[src/rtl/control_sequencer.sv]
// Microcode sequencer: steps fetch/execute T-states and decodes the opcode into bus control strobes.
// Build option: define SEQ_EARLY_END_EN to end each instruction right after its last active step.
module control_sequencer #(
  parameter int NUM_STEPS = 5
) (
  input  logic       clk,
  input  logic       rst,
  input  logic [3:0] opcode,
  input  logic       carry_flag,
  input  logic       zero_flag,
  output logic [2:0] step,
  output logic       hlt,
  output logic       mar_in,
  output logic       ram_in,
  output logic       ram_out,
  output logic       ir_in,
  output logic       ir_out,
  output logic       a_in,
  output logic       a_out,
  output logic       b_in,
  output logic       alu_out,
  output logic       alu_sub,
  output logic       flags_in,
  output logic       out_in,
  output logic       pc_inc,
  output logic       pc_jump,
  output logic       pc_out
);

  localparam logic [3:0] OP_LDA = 4'h1;
  localparam logic [3:0] OP_ADD = 4'h2;
  localparam logic [3:0] OP_SUB = 4'h3;
  localparam logic [3:0] OP_STA = 4'h4;
  localparam logic [3:0] OP_LDI = 4'h5;
  localparam logic [3:0] OP_JMP = 4'h6;
  localparam logic [3:0] OP_JC  = 4'h7;
  localparam logic [3:0] OP_JZ  = 4'h8;
  localparam logic [3:0] OP_OUT = 4'hE;
  localparam logic [3:0] OP_HLT = 4'hF;

  logic [2:0] step_reg, step_next;
  logic       halted_reg, halted_next;
  logic [2:0] last_step;
  logic       hlt_decode;

  assign hlt_decode = (step_reg == 3'd2) && (opcode == OP_HLT);

`ifdef SEQ_EARLY_END_EN
  always_comb begin
    last_step = 3'd2;
    case (opcode)
      OP_LDA, OP_STA: last_step = 3'd3;
      OP_ADD, OP_SUB: last_step = 3'd4;
      default:        last_step = 3'd2;
    endcase
  end
`else
  assign last_step = 3'(NUM_STEPS - 1);
`endif

  always_comb begin
    step_next   = step_reg;
    halted_next = halted_reg;
    if (halted_reg) begin
      step_next = step_reg;
    end else if (hlt_decode) begin
      // Freeze on T2 so the debug step display shows where the halt occurred.
      halted_next = 1'b1;
    end else if (step_reg >= last_step) begin
      step_next = 3'd0;
    end else begin
      step_next = step_reg + 3'd1;
    end
  end

  always_ff @(posedge clk) begin
    if (rst) begin
      step_reg   <= 3'd0;
      halted_reg <= 1'b0;
    end else begin
      step_reg   <= step_next;
      halted_reg <= halted_next;
    end
  end

  assign step = rst ? 3'd0 : step_reg;

  always_comb begin
    hlt      = 1'b0;
    mar_in   = 1'b0;
    ram_in   = 1'b0;
    ram_out  = 1'b0;
    ir_in    = 1'b0;
    ir_out   = 1'b0;
    a_in     = 1'b0;
    a_out    = 1'b0;
    b_in     = 1'b0;
    alu_out  = 1'b0;
    alu_sub  = 1'b0;
    flags_in = 1'b0;
    out_in   = 1'b0;
    pc_inc   = 1'b0;
    pc_jump  = 1'b0;
    pc_out   = 1'b0;
    if (!rst) begin
      if (halted_reg) begin
        hlt = 1'b1;
      end else begin
        case (step_reg)
          3'd0: begin
            pc_out = 1'b1;
            mar_in = 1'b1;
          end
          3'd1: begin
            ram_out = 1'b1;
            ir_in   = 1'b1;
            pc_inc  = 1'b1;
          end
          3'd2: begin
            case (opcode)
              OP_LDA, OP_ADD, OP_SUB, OP_STA: begin
                ir_out = 1'b1;
                mar_in = 1'b1;
              end
              OP_LDI: begin
                ir_out = 1'b1;
                a_in   = 1'b1;
              end
              OP_JMP: begin
                ir_out  = 1'b1;
                pc_jump = 1'b1;
              end
              OP_JC: begin
                ir_out  = carry_flag;
                pc_jump = carry_flag;
              end
              OP_JZ: begin
                ir_out  = zero_flag;
                pc_jump = zero_flag;
              end
              OP_OUT: begin
                a_out  = 1'b1;
                out_in = 1'b1;
              end
              OP_HLT: hlt = 1'b1;
              default: ;
            endcase
          end
          3'd3: begin
            case (opcode)
              OP_LDA: begin
                ram_out = 1'b1;
                a_in    = 1'b1;
              end
              OP_ADD, OP_SUB: begin
                ram_out = 1'b1;
                b_in    = 1'b1;
              end
              OP_STA: begin
                a_out  = 1'b1;
                ram_in = 1'b1;
              end
              default: ;
            endcase
          end
          3'd4: begin
            if (opcode == OP_ADD || opcode == OP_SUB) begin
              alu_out  = 1'b1;
              a_in     = 1'b1;
              flags_in = 1'b1;
              alu_sub  = (opcode == OP_SUB);
            end
          end
          default: ;
        endcase
      end
    end
  end

endmodule

[config.mk]
export PLATFORM = sky130hd
export DESIGN_NAME = control_sequencer
export DESIGN_NICKNAME = d
export VERILOG_FILES = /design/src/rtl/control_sequencer.sv
export SDC_FILE = /design/constraint.sdc
export NUM_CORES = 1
export LEC_CHECK = 0
export CORE_AREA = 2 2 44 46
export DETAILED_ROUTE_END_ITERATION = 10
export DIE_AREA = 0 0 46 48
export PLACE_DENSITY = 0.71
export SYNTH_ARGS = -nofsm -noshare
export SYNTH_HDL_FRONTEND = slang
export SYNTH_SLANG_ARGS = --single-unit
[constraint.sdc]
create_clock -name clk -period 2 [get_ports clk]
set_clock_uncertainty 0.15 [all_clocks]
set_input_delay 0.6 -clock clk [delete_from_list [all_inputs] [get_ports clk]]
set_output_delay 0.6 -clock clk [all_outputs]
set_load 0.05 [all_outputs]
==> impl_metrics.env, run 1 <==
export IMPL_status="aborted with a tool error"
export IMPL_lastStage="global routing"
export IMPL_error="[ERROR DPL-0033] detailed placement checks failed during check placement."
export IMPL_cts_max_path_buffers=2
export IMPL_worst_endpoint="a_in"
export IMPL_htree_levels=1
export IMPL_synth_top_area_share=0.1365
export IMPL_gp_congestion=0.8454
export IMPL_cts_sink_count=4
export IMPL_avgSynthCellArea_sq_um=7.721
export IMPL_yosysSeqAreaShare=0.1365
export IMPL_synthTopCellsByArea="dfxtp_1 (14%), ha_1 (11%), nor3_1 (6.8%), nor2_1 (6.4%), and3b_1 (6.0%)"
export IMPL_hold_buffers=0
export IMPL_antenna_found_initial=0
export IMPL_syn_area_sq_um=586.8
export IMPL_synth_cell_types=32
export IMPL_initial_core_util=0.3474
export IMPL_synth_top_area_cell="dfxtp_1"
export IMPL_post_place_ws_ps=-837.6
export IMPL_rows=15
export IMPL_worstEndpointType="primary output"
export IMPL_dpl_cell_area_sq_um=1296
export IMPL_port_buffers=26
export IMPL_root_buffer="clkbuf_4"
export IMPL_numCtsBuffers=3
export IMPL_hpwl_um=1594
export IMPL_grt_max_degree=9
export IMPL_die_w_um=46
export IMPL_syn_nets=89
export IMPL_synth_seq_cells=4
export IMPL_die_h_um=48
export IMPL_yosysWarnings=0
export IMPL_ios=27
export IMPL_synth_cells=76
## timing repair
action / in CTS
pin swaps: 22
endpoints found under the setup margin: 22
resized for setup: 68
setup buffers: 10
## cells by family after synthesis
logic type | Yosys count | share of synthesized area
compound gates | 11 | 0.1557
fa+ha+maj | 5 | 0.1066
buf+inv | 11 | 0.1109
flops | 4 | 0.1365
mux | 3 | 0.05757
simple gates | 42 | 0.4328
## Yosys cell counts
cell,n
nand2b_1,2
o211ai_1,1
o21ai_0,3
and2_1,2
dfxtp_1,4
inv_1,3
buf_6,1
a211oi_1,1
buf_4,3
a31oi_4,1
and3b_1,4
nor2b_1,2
nand4_1,1
ha_1,5
or3b_1,1
nor3b_1,1
nor2_1,10
o21a_1,1
nand3_1,1
mux2_2,3
nor4b_2,1
nor4b_1,1
nand2_1,3
o211a_1,2
a22oi_1,1
and4b_1,1
and3_1,2
nor3_1,8
and4_1,1
a21oi_1,1
buf_2,4
nor4bb_1,1
## stage by stage
stage          setup TNS (ps)    util  hold slack, ps  instances
4_1_cts                 -4187  0.9044           551.4        148
3_5_place_dp           -14600  0.7674           556.8        135
3_3_place_gp           -14160  0.7674           550.6        135
2_1_floorplan           -3566       -           523.4         76
==> run 2: changes to the inputs <==
Settings changed: CORE_AREA 2 2 44 46 to 2 2 63 65, DIE_AREA 0 0 46 48 to 0 0 65 67, PLACE_DENSITY 0.71 to not set, PLACE_DENSITY_LB_ADDON set to 0.15.
Clock period 2 ns to 2.6 ns, I/O delays scaled along.
==> impl_metrics.env, run 2 <==
export IMPL_status="finished with violations"
export IMPL_violations="negative setup slack"
export IMPL_max_slew_margin=0.5980
export IMPL_path_clk_slew_ps=30
export IMPL_synth_cells=76
export IMPL_core_area_sq_um=3606
export IMPL_power_leakage_uw=0.0006110
export IMPL_grt_max_degree=11
export IMPL_r2r_cells=6
export IMPL_cts_max_path_buffers=2
export IMPL_via_count=718
export IMPL_setup_worst_path_end="a_in"
export IMPL_finalNetCount=136
export IMPL_initial_core_util=0.1627
export IMPL_area_delta_synth_final_pct=165.7
export IMPL_fin_crit_sh=1.043
export IMPL_synth_cell_types=32
export IMPL_largest_reg_flops=3
export IMPL_combPwrFrac=0.618
export IMPL_p_per_area_nw_per_um2=356.5
export IMPL_port_buffers=26
export IMPL_max_freq_mhz=368.7
export IMPL_finalWorstSetupSlack_ps=-112.4
export IMPL_grt_setup_unrepaired="true"
export IMPL_gp_congestion=0.7589
export IMPL_design_area_sq_um=1559
export IMPL_grt_first_pass_wirelength_um=3429
export IMPL_layout_min_cycle_time_ps=2712
export IMPL_max_stage_delay_ps=350
export IMPL_worst_slew_pin_slew_ps=602.2
export IMPL_crit_slowest_cell="a211oi_2"
export IMPL_yosysSeqAreaShare=0.1365
export IMPL_startpoint_type="primary input"
export IMPL_hold_viol_final=0
export IMPL_htree_levels=1
export IMPL_cp_end_kind="output pin"
export IMPL_synth_seq_cells=4
export IMPL_multi_input_area_sq_um=671.9
export IMPL_hpwl_um=1616
export IMPL_grt_usage=0.09996
export IMPL_cp_max_fo=4
export IMPL_n_fill_cell=356
export IMPL_drt_iter0_markers=20
export IMPL_swShare=0.3761
export IMPL_die_w_um=65
export IMPL_ios=27
export IMPL_wl_per_cell_um=12.56
export IMPL_async_reset_ff_frac=0
export IMPL_syn_nets=89
export IMPL_seq_area_sq_um=85.08
export IMPL_synthTopCellsByArea="dfxtp_1 (14%), ha_1 (11%), nor3_1 (6.8%), nor2_1 (6.4%), and3b_1 (6.0%)"
export IMPL_avgViaCountPerCell=4.249
export IMPL_worstPathCellList="buf_12 > buf_6 > nor2_4 > o211ai_1 > a211oi_2 > clkbuf_16"
export IMPL_cts_tree="built"
export IMPL_r2r_end="step_reg[1]$_SDFFE_PP0P_"
export IMPL_rows=22
export IMPL_drc=0
export IMPL_antenna_left=0
export IMPL_clkPwrFrac=0.231
export IMPL_final_max_slew_viol_count=0
export IMPL_die_h_um=67
export IMPL_internal_power_uw=346.8
export IMPL_grt_pass1_vias=741
export IMPL_drt_total_wl_um=2122
export IMPL_first_pass_iters=4
export IMPL_synth_top_area_cell="dfxtp_1"
export IMPL_ir_drop_mv=0.3175
export IMPL_post_place_ws_ps=-655.7
export IMPL_critPathRequiredTime_ps=1670
export IMPL_final_cell_mix="buf_12 (22), buf_4 (19), nor2_4 (6), buf_6 (6)"
export IMPL_fin_cells=169
export IMPL_drive_gt1_frac=0.7603
export IMPL_ys_flop_type="dfxtp_1"
export IMPL_holdWs_ps=540.9
export IMPL_n_antenna_cell=0
export IMPL_final_common_cell="buf_12"
export IMPL_reg2reg_from="step_reg[0]$_SDFFE_PP0P_"
export IMPL_crit_arrival_ps=1780
export IMPL_setup_viol=8
export IMPL_crit_path_start="opcode[3]"
export IMPL_ys_top_cells_by_count="nor2_1 (10), nor3_1 (8), ha_1 (5)"
export IMPL_maxCapViolCount=0
export IMPL_root_buffer="clkbuf_8"
export IMPL_p_switching_uw=209.0
export IMPL_power_frac_seq=0.151
export IMPL_dieArea_sq_um=4355
export IMPL_avgSynthCellArea_sq_um=7.721
export IMPL_synth_edf_count=0
export IMPL_yosysMostFrequentCell="nor2_1"
export IMPL_numPlacedInstances=158
export IMPL_worstHoldStart="step_reg[2]$_SDFFE_PP0P_"
export IMPL_hold_class="reg -> reg"
export IMPL_grt_remaining_overflow=0
export IMPL_numCtsBuffers=3
export IMPL_synth_top_area_share=0.1365
export IMPL_antenna_found_initial=0
export IMPL_dpl_cell_area_sq_um=1229
export IMPL_clock_latency_ps=210
export IMPL_yosysWarnings=0
export IMPL_cts_sink_count=4
export IMPL_r2r_setup_slack_ps=890
export IMPL_path_class="in -> out"
export IMPL_syn_area_sq_um=586.8
## run 2: cell counts after synthesis
Identical to the previous run, type by type.
## run 2: how the worst min path moves through the flow
| stage | end | slack [ps] | cells past startpoint |
|---|---|---|---|
| finish | step_reg[0]$_SDFFE_PP0P_ | 540 | 2 |
| global placement | step_reg[0]$_SDFFE_PP0P_ | 540 | 2 |
| CTS | step_reg[0]$_SDFFE_PP0P_ | 540 | 2 |
| detailed placement | step_reg[0]$_SDFFE_PP0P_ | 540 | 2 |
| floorplan | step_reg[0]$_SDFFE_PP0P_ | 510 | 2 |
| global route | step_reg[0]$_SDFFE_PP0P_ | 590 | 2 |
## run 2: area by class of cell
class | instances | area share
sequential | 4 | 0.05457
multi-input combinational | 61 | 0.4310
timing repair buffer | 50 | 0.4422
inverter | 3 | 0.007223
tap | 48 | 0.03852
clock buffer | 3 | 0.02648
## run 2: cells by family after synthesis
group | Yosys count | synth area share
adders and majority gates | 5 | 0.1066
and+or+nand+nor | 42 | 0.4328
DFF | 4 | 0.1365
muxes | 3 | 0.05757
AOI/OAI and AO/OA | 11 | 0.1557
buffers and inverters | 11 | 0.1109
## run 2: timing repair
action / 4_1_cts / 5_1_grt
resized for setup: 62 / 29
hold endpoints to repair: 0 / 0
endpoints found under the setup margin: 19 / 16
buffers inserted: 4 / 4
hold buffers: 0 / 0
pin swaps: 15 / 13
## run 2: power by group through the flow
stage	sequential, uW	combinational [uW]	clock, uW
global route	85.1	367	141
CTS	82.7	314	134
detailed placement	80.4	281	0
global placement	80.0	279	0
finish	84.0	343	128
floorplan	76.3	160	0
## run 2: stage by stage
stage / TNS (ps) / utilization / total power, uW
finish: -287.2 / 0.4323 / 555.8
global route: -667.2 / 0.4323 / 592.9
CTS: -497.4 / 0.3879 / 531.1
detailed placement: -9416 / 0.3407 / 361.3
global placement: -9249 / 0.3407 / 359.2
floorplan: -866.8 / - / 236.1
## run 2: critical path: cells and delay by family
kind,cells,cell delay [ps]
buffers and inverters,3,470
AOI/OAI and AO/OA,2,470
and+or+nand+nor,1,60
## run 2: metal layers
layer | global-route usage | share of wire | up-vias
met1 | 0.1085 | 0.38 | 335
met3 | 0.01689 | 0.036 | 4
met2 | 0.1907 | 0.57 | 16
met5 | 0 | 0 | -
li1 | - | - | 363
met4 | 0.03989 | 0.015 | 0
No activity file was read; power rests on OpenSTA's default activity.
==> run 3: changes to the inputs <==
Settings changed: CELL_PAD_IN_SITES_DETAIL_PLACEMENT set to 1, CELL_PAD_IN_SITES_GLOBAL_PLACEMENT set to 2.
==> impl_metrics.env, run 3 (synthesized netlist as in run 2, its figures left out) <==
export IMPL_fin_crit_sh=1.046
export IMPL_worst_slew_pin_slew_ps=529.8
export IMPL_drt_total_wl_um=2365
export IMPL_r2r_cells=6
export IMPL_startpoint_type="primary input"
export IMPL_hpwl_um=1787
export IMPL_via_count=738
export IMPL_htree_levels=1
export IMPL_dieArea_sq_um=4355
export IMPL_port_buffers=26
export IMPL_gp_congestion=0.7349
export IMPL_finalNetCount=141
export IMPL_hold_class="reg -> reg"
export IMPL_die_w_um=65
export IMPL_cp_end_kind="output pin"
export IMPL_ir_drop_mv=0.3432
export IMPL_r2r_end="step_reg[2]$_SDFFE_PP0P_"
export IMPL_design_area_sq_um=1588
export IMPL_finalWorstSetupSlack_ps=-120.5
export IMPL_final_common_cell="buf_4"
export IMPL_violations="negative setup slack"
export IMPL_layout_min_cycle_time_ps=2720
export IMPL_final_max_slew_viol_count=0
export IMPL_grt_pass1_vias=806
export IMPL_fin_cells=174
export IMPL_ios=27
export IMPL_first_pass_iters=3
export IMPL_setup_worst_path_end="a_in"
export IMPL_initial_core_util=0.1627
export IMPL_grt_usage=0.1063
export IMPL_reg2reg_from="step_reg[0]$_SDFFE_PP0P_"
export IMPL_status="finished with violations"
export IMPL_hold_viol_final=0
export IMPL_setup_viol=11
export IMPL_grt_max_degree=10
export IMPL_antenna_found_initial=0
export IMPL_n_antenna_cell=0
export IMPL_numPlacedInstances=164
export IMPL_grt_setup_unrepaired="true"
export IMPL_rows=22
export IMPL_setup_tns_ps=-594.5
export IMPL_grt_remaining_overflow=0
export IMPL_drive_gt1_frac=0.7460
export IMPL_hold_buffers=0
export IMPL_power_leakage_uw=0.0006381
export IMPL_die_h_um=67
export IMPL_avgViaCountPerCell=4.241
export IMPL_cts_max_path_buffers=2
export IMPL_maxCapViolCount=0
export IMPL_drc=0
export IMPL_p_per_area_nw_per_um2=348.9
export IMPL_antenna_left=0
export IMPL_drt_iter0_markers=11
export IMPL_crit_path_start="opcode[2]"
export IMPL_grt_first_pass_wirelength_um=3739
export IMPL_max_freq_mhz=367.6
export IMPL_final_cell_mix="buf_4 (24), buf_12 (21), nor2_4 (5), buf_6 (5), nor2_1 (4)"
export IMPL_path_class="in -> out"
export IMPL_root_buffer="clkbuf_8"
export IMPL_path_clk_slew_ps=30
export IMPL_core_area_sq_um=3606
export IMPL_cts_tree="built"
export IMPL_largest_reg_flops=3
export IMPL_crit_arrival_ps=1790
export IMPL_r2r_setup_slack_ps=780
export IMPL_clock_latency_ps=210
export IMPL_dpl_cell_area_sq_um=1274
export IMPL_cts_sink_count=4
export IMPL_critPathRequiredTime_ps=1670
export IMPL_numCtsBuffers=3
export IMPL_max_slew_margin=0.6463
export IMPL_area_delta_synth_final_pct=170.6
export IMPL_worstHoldStart="step_reg[2]$_SDFFE_PP0P_"
export IMPL_wl_per_cell_um=13.59
export IMPL_cp_max_fo=5
run 3: metal layers:
layer  share of wire  vias up  GRT usage
met2            0.56       13     0.1985
met1            0.41      351     0.1305
met4          0.0025        0    0.02394
met3           0.023        2    0.01014
li1                -      372          -
met5               0        -          0
run 3: area by class of cell:
class                      instances  area (sq um)
clock buffer                       3         41.29
fill                             392          2018
inverter                           3         15.01
multi-input combinational         61         646.9
sequential                         4         88.84
tap                               48         60.06
timing repair buffer              55         735.7
run 3: timing repair:
action	in CTS	in global routing
setup endpoints to repair	19	15
pin swaps	14	8
setup buffers	6	1
gates cloned	0	1
gates resized for setup	64	21
run 3: worst min path at each step:
| stage | slack (ps) | end | depth (start not counted) |
|---|---|---|---|
| after floorplan | 510 | step_reg[0]$_SDFFE_PP0P_ | 2 |
| after global placement | 550 | step_reg[0]$_SDFFE_PP0P_ | 2 |
| after detailed placement | 560 | step_reg[0]$_SDFFE_PP0P_ | 2 |
| after CTS | 550 | step_reg[0]$_SDFFE_PP0P_ | 2 |
| after global routing | 600 | step_reg[0]$_SDFFE_PP0P_ | 2 |
| final | 560 | step_reg[0]$_SDFFE_PP0P_ | 2 |
run 3: critical path, stage by stage:
cell and delay (ps):
buf_12 110, nor2_4 110, nand4_1 120, buf_4 170
a211oi_2 270, clkbuf_16 220
run 3: metrics by stage:
step	total power [uW]	utilization	worst slack, ps	hold WS [ps]
finish	554.0	0.4403	-120.5	558.8
global route	586.1	0.4403	-158.4	596.0
CTS	536.0	0.4074	-120.9	551.9
detailed placement	374.3	0.3532	-739.6	563.7
global placement	372.7	0.3532	-780.3	551.8
floorplan	236.1	-	-298.9	513.5
run 3: power breakdown:
group | total (uW) | switching (uW) | internal [uW]
logic | 340 | 162 | 178
registers | 88.5 | 15.4 | 73.1
clock network | 126 | 27.6 | 98.3
total | 554 | 205 | 349
==> run 4: changes to the inputs <==
Settings changed: CTS_CLUSTER_SIZE set to 24, RECOVER_POWER set to 50.
==> impl_metrics.env, run 4 (synthesized netlist as in run 2, its figures left out) <==
export IMPL_fin_util=0.4310
export IMPL_finalNetCount=141
export IMPL_dieArea_sq_um=4355
export IMPL_clock_latency_ps=210
export IMPL_hold_class="reg -> reg"
export IMPL_finalWorstSetupSlack_ps=-114.2
export IMPL_drt_iter0_markers=13
export IMPL_startpoint_type="primary input"
export IMPL_path_class="in -> out"
export IMPL_port_buffers=26
export IMPL_cts_max_path_buffers=2
export IMPL_maxCapViolCount=0
export IMPL_fin_crit_sh=1.044
export IMPL_grt_setup_unrepaired="true"
export IMPL_avgViaCountPerCell=4.230
export IMPL_gp_congestion=0.7349
export IMPL_grt_first_pass_wirelength_um=3739
export IMPL_worstPathCellList="buf_12 > nor2_4 > nand4_1 > buf_4 > a211oi_2 > clkbuf_16"
export IMPL_critPathRequiredTime_ps=1670
export IMPL_htree_levels=1
export IMPL_largest_reg_flops=3
export IMPL_max_freq_mhz=368.4
export IMPL_ios=27
export IMPL_path_clk_slew_ps=30
export IMPL_wl_per_cell_um=13.55
export IMPL_die_w_um=65
export IMPL_die_h_um=67
export IMPL_cts_tree="built"
export IMPL_cts_sink_count=4
export IMPL_layout_min_cycle_time_ps=2714
export IMPL_antenna_left=0
export IMPL_crit_slowest_cell="a211oi_2"
export IMPL_design_area_sq_um=1554
export IMPL_hpwl_um=1787
export IMPL_drive_gt1_frac=0.7302
export IMPL_worst_path_buf_inv=3
export IMPL_max_slew_margin=0.7009
export IMPL_power_leakage_uw=0.0006292
export IMPL_via_count=736
export IMPL_drc=0
export IMPL_worst_slew_pin_slew_ps=448.0
export IMPL_final_common_cell="buf_4"
export IMPL_root_buffer="clkbuf_8"
export IMPL_grt_pass1_vias=806
export IMPL_setup_tns_ps=-602.3
export IMPL_initial_core_util=0.1627
export IMPL_grt_remaining_overflow=0
export IMPL_cp_top_family="buffers and inverters"
export IMPL_rows=22
export IMPL_max_stage_delay_ps=260
export IMPL_core_area_sq_um=3606
export IMPL_cp_max_fo=5
export IMPL_p_per_area_nw_per_um2=349.6
export IMPL_final_max_slew_viol_count=0
export IMPL_grt_usage=0.1063
export IMPL_final_cell_mix="buf_4 (22), buf_12 (20), nor2_4 (5), buf_6 (5), nor2_1 (4)"
export IMPL_crit_arrival_ps=1780
export IMPL_status="finished with violations"
export IMPL_grt_max_degree=10
export IMPL_dpl_cell_area_sq_um=1274
export IMPL_first_pass_iters=3
export IMPL_drt_total_wl_um=2357
export IMPL_n_antenna_cell=0
export IMPL_area_delta_synth_final_pct=164.8
export IMPL_violations="negative setup slack"
export IMPL_antenna_found_initial=0
export IMPL_setup_viol=11
export IMPL_hold_viol_final=0
export IMPL_cp_end_kind="output pin"
export IMPL_ir_drop_mv=0.3425
export IMPL_numCtsBuffers=3
[run 4: where the power goes]
| group | total [uW] | switching [uW] | internal, uW |
|---|---|---|---|
| registers | 88.3 | 15.2 | 73.1 |
| clock network | 126 | 27.6 | 98.3 |
| logic | 329 | 158 | 171 |
[run 4: what timing repair did]
action                                  CTS  global route
hold buffers                              0             0
gates cloned                              0             1
pin swaps                                14             8
endpoints found under the setup margin   19            15
resized for setup                        64            21
setup buffers                             6             1
[run 4: through the flow]
step           std cells  power [uW]  setup slack, ps  hold WS, ps
3_3_place_gp         164       372.7           -780.3        551.8
6_report             174       543.2           -114.2        558.2
4_1_cts              172       536.0           -120.9        551.9
2_1_floorplan         76       236.1           -298.9        513.5
5_1_grt              174       575.6           -158.4        596.2
3_5_place_dp         164       374.3           -739.6        563.7
[run 4: worst paths after layout]
kind / startpoint / endpoint / slack (ps) / cells past startpoint
hold / removal: step_reg[2]$_SDFFE_PP0P_ / step_reg[0]$_SDFFE_PP0P_ / 560 / 2
setup / recovery: opcode[2] / a_in / -110 / 6
hold reg to reg: step_reg[2]$_SDFFE_PP0P_ / step_reg[0]$_SDFFE_PP0P_ / 560 / 2
setup reg to reg: step_reg[0]$_SDFFE_PP0P_ / step_reg[2]$_SDFFE_PP0P_ / 550 / 6
[run 4: layer usage]
| layer | track usage | wire length [um] | up-vias |
|---|---|---|---|
| met5 | 0 | 0 | - |
| li1 | - | - | 373 |
| met1 | 0.1305 | 972 | 348 |
| met3 | 0.01014 | 54 | 2 |
| met2 | 0.1985 | 1322 | 13 |
| met4 | 0.02394 | 6 | 0 |
[run 4: cell type report]
cell class | count | area [sq um]
repair buffers | 55 | 716.9
fillers | 396 | 2052
flip-flops and latches | 4 | 88.84
multi-input cells | 61 | 631.9
well taps | 48 | 60.06
inverters | 3 | 15.01
clock buffers | 3 | 41.29
[run 4: worst register-to-register path: stages (launching register included)]
cell	delay, ps
dfxtp_4	380
clkinvlp_4	140
ha_4	200
buf_4	130
a31oi_1	310
clkbuf_1	260
mux2_2	360
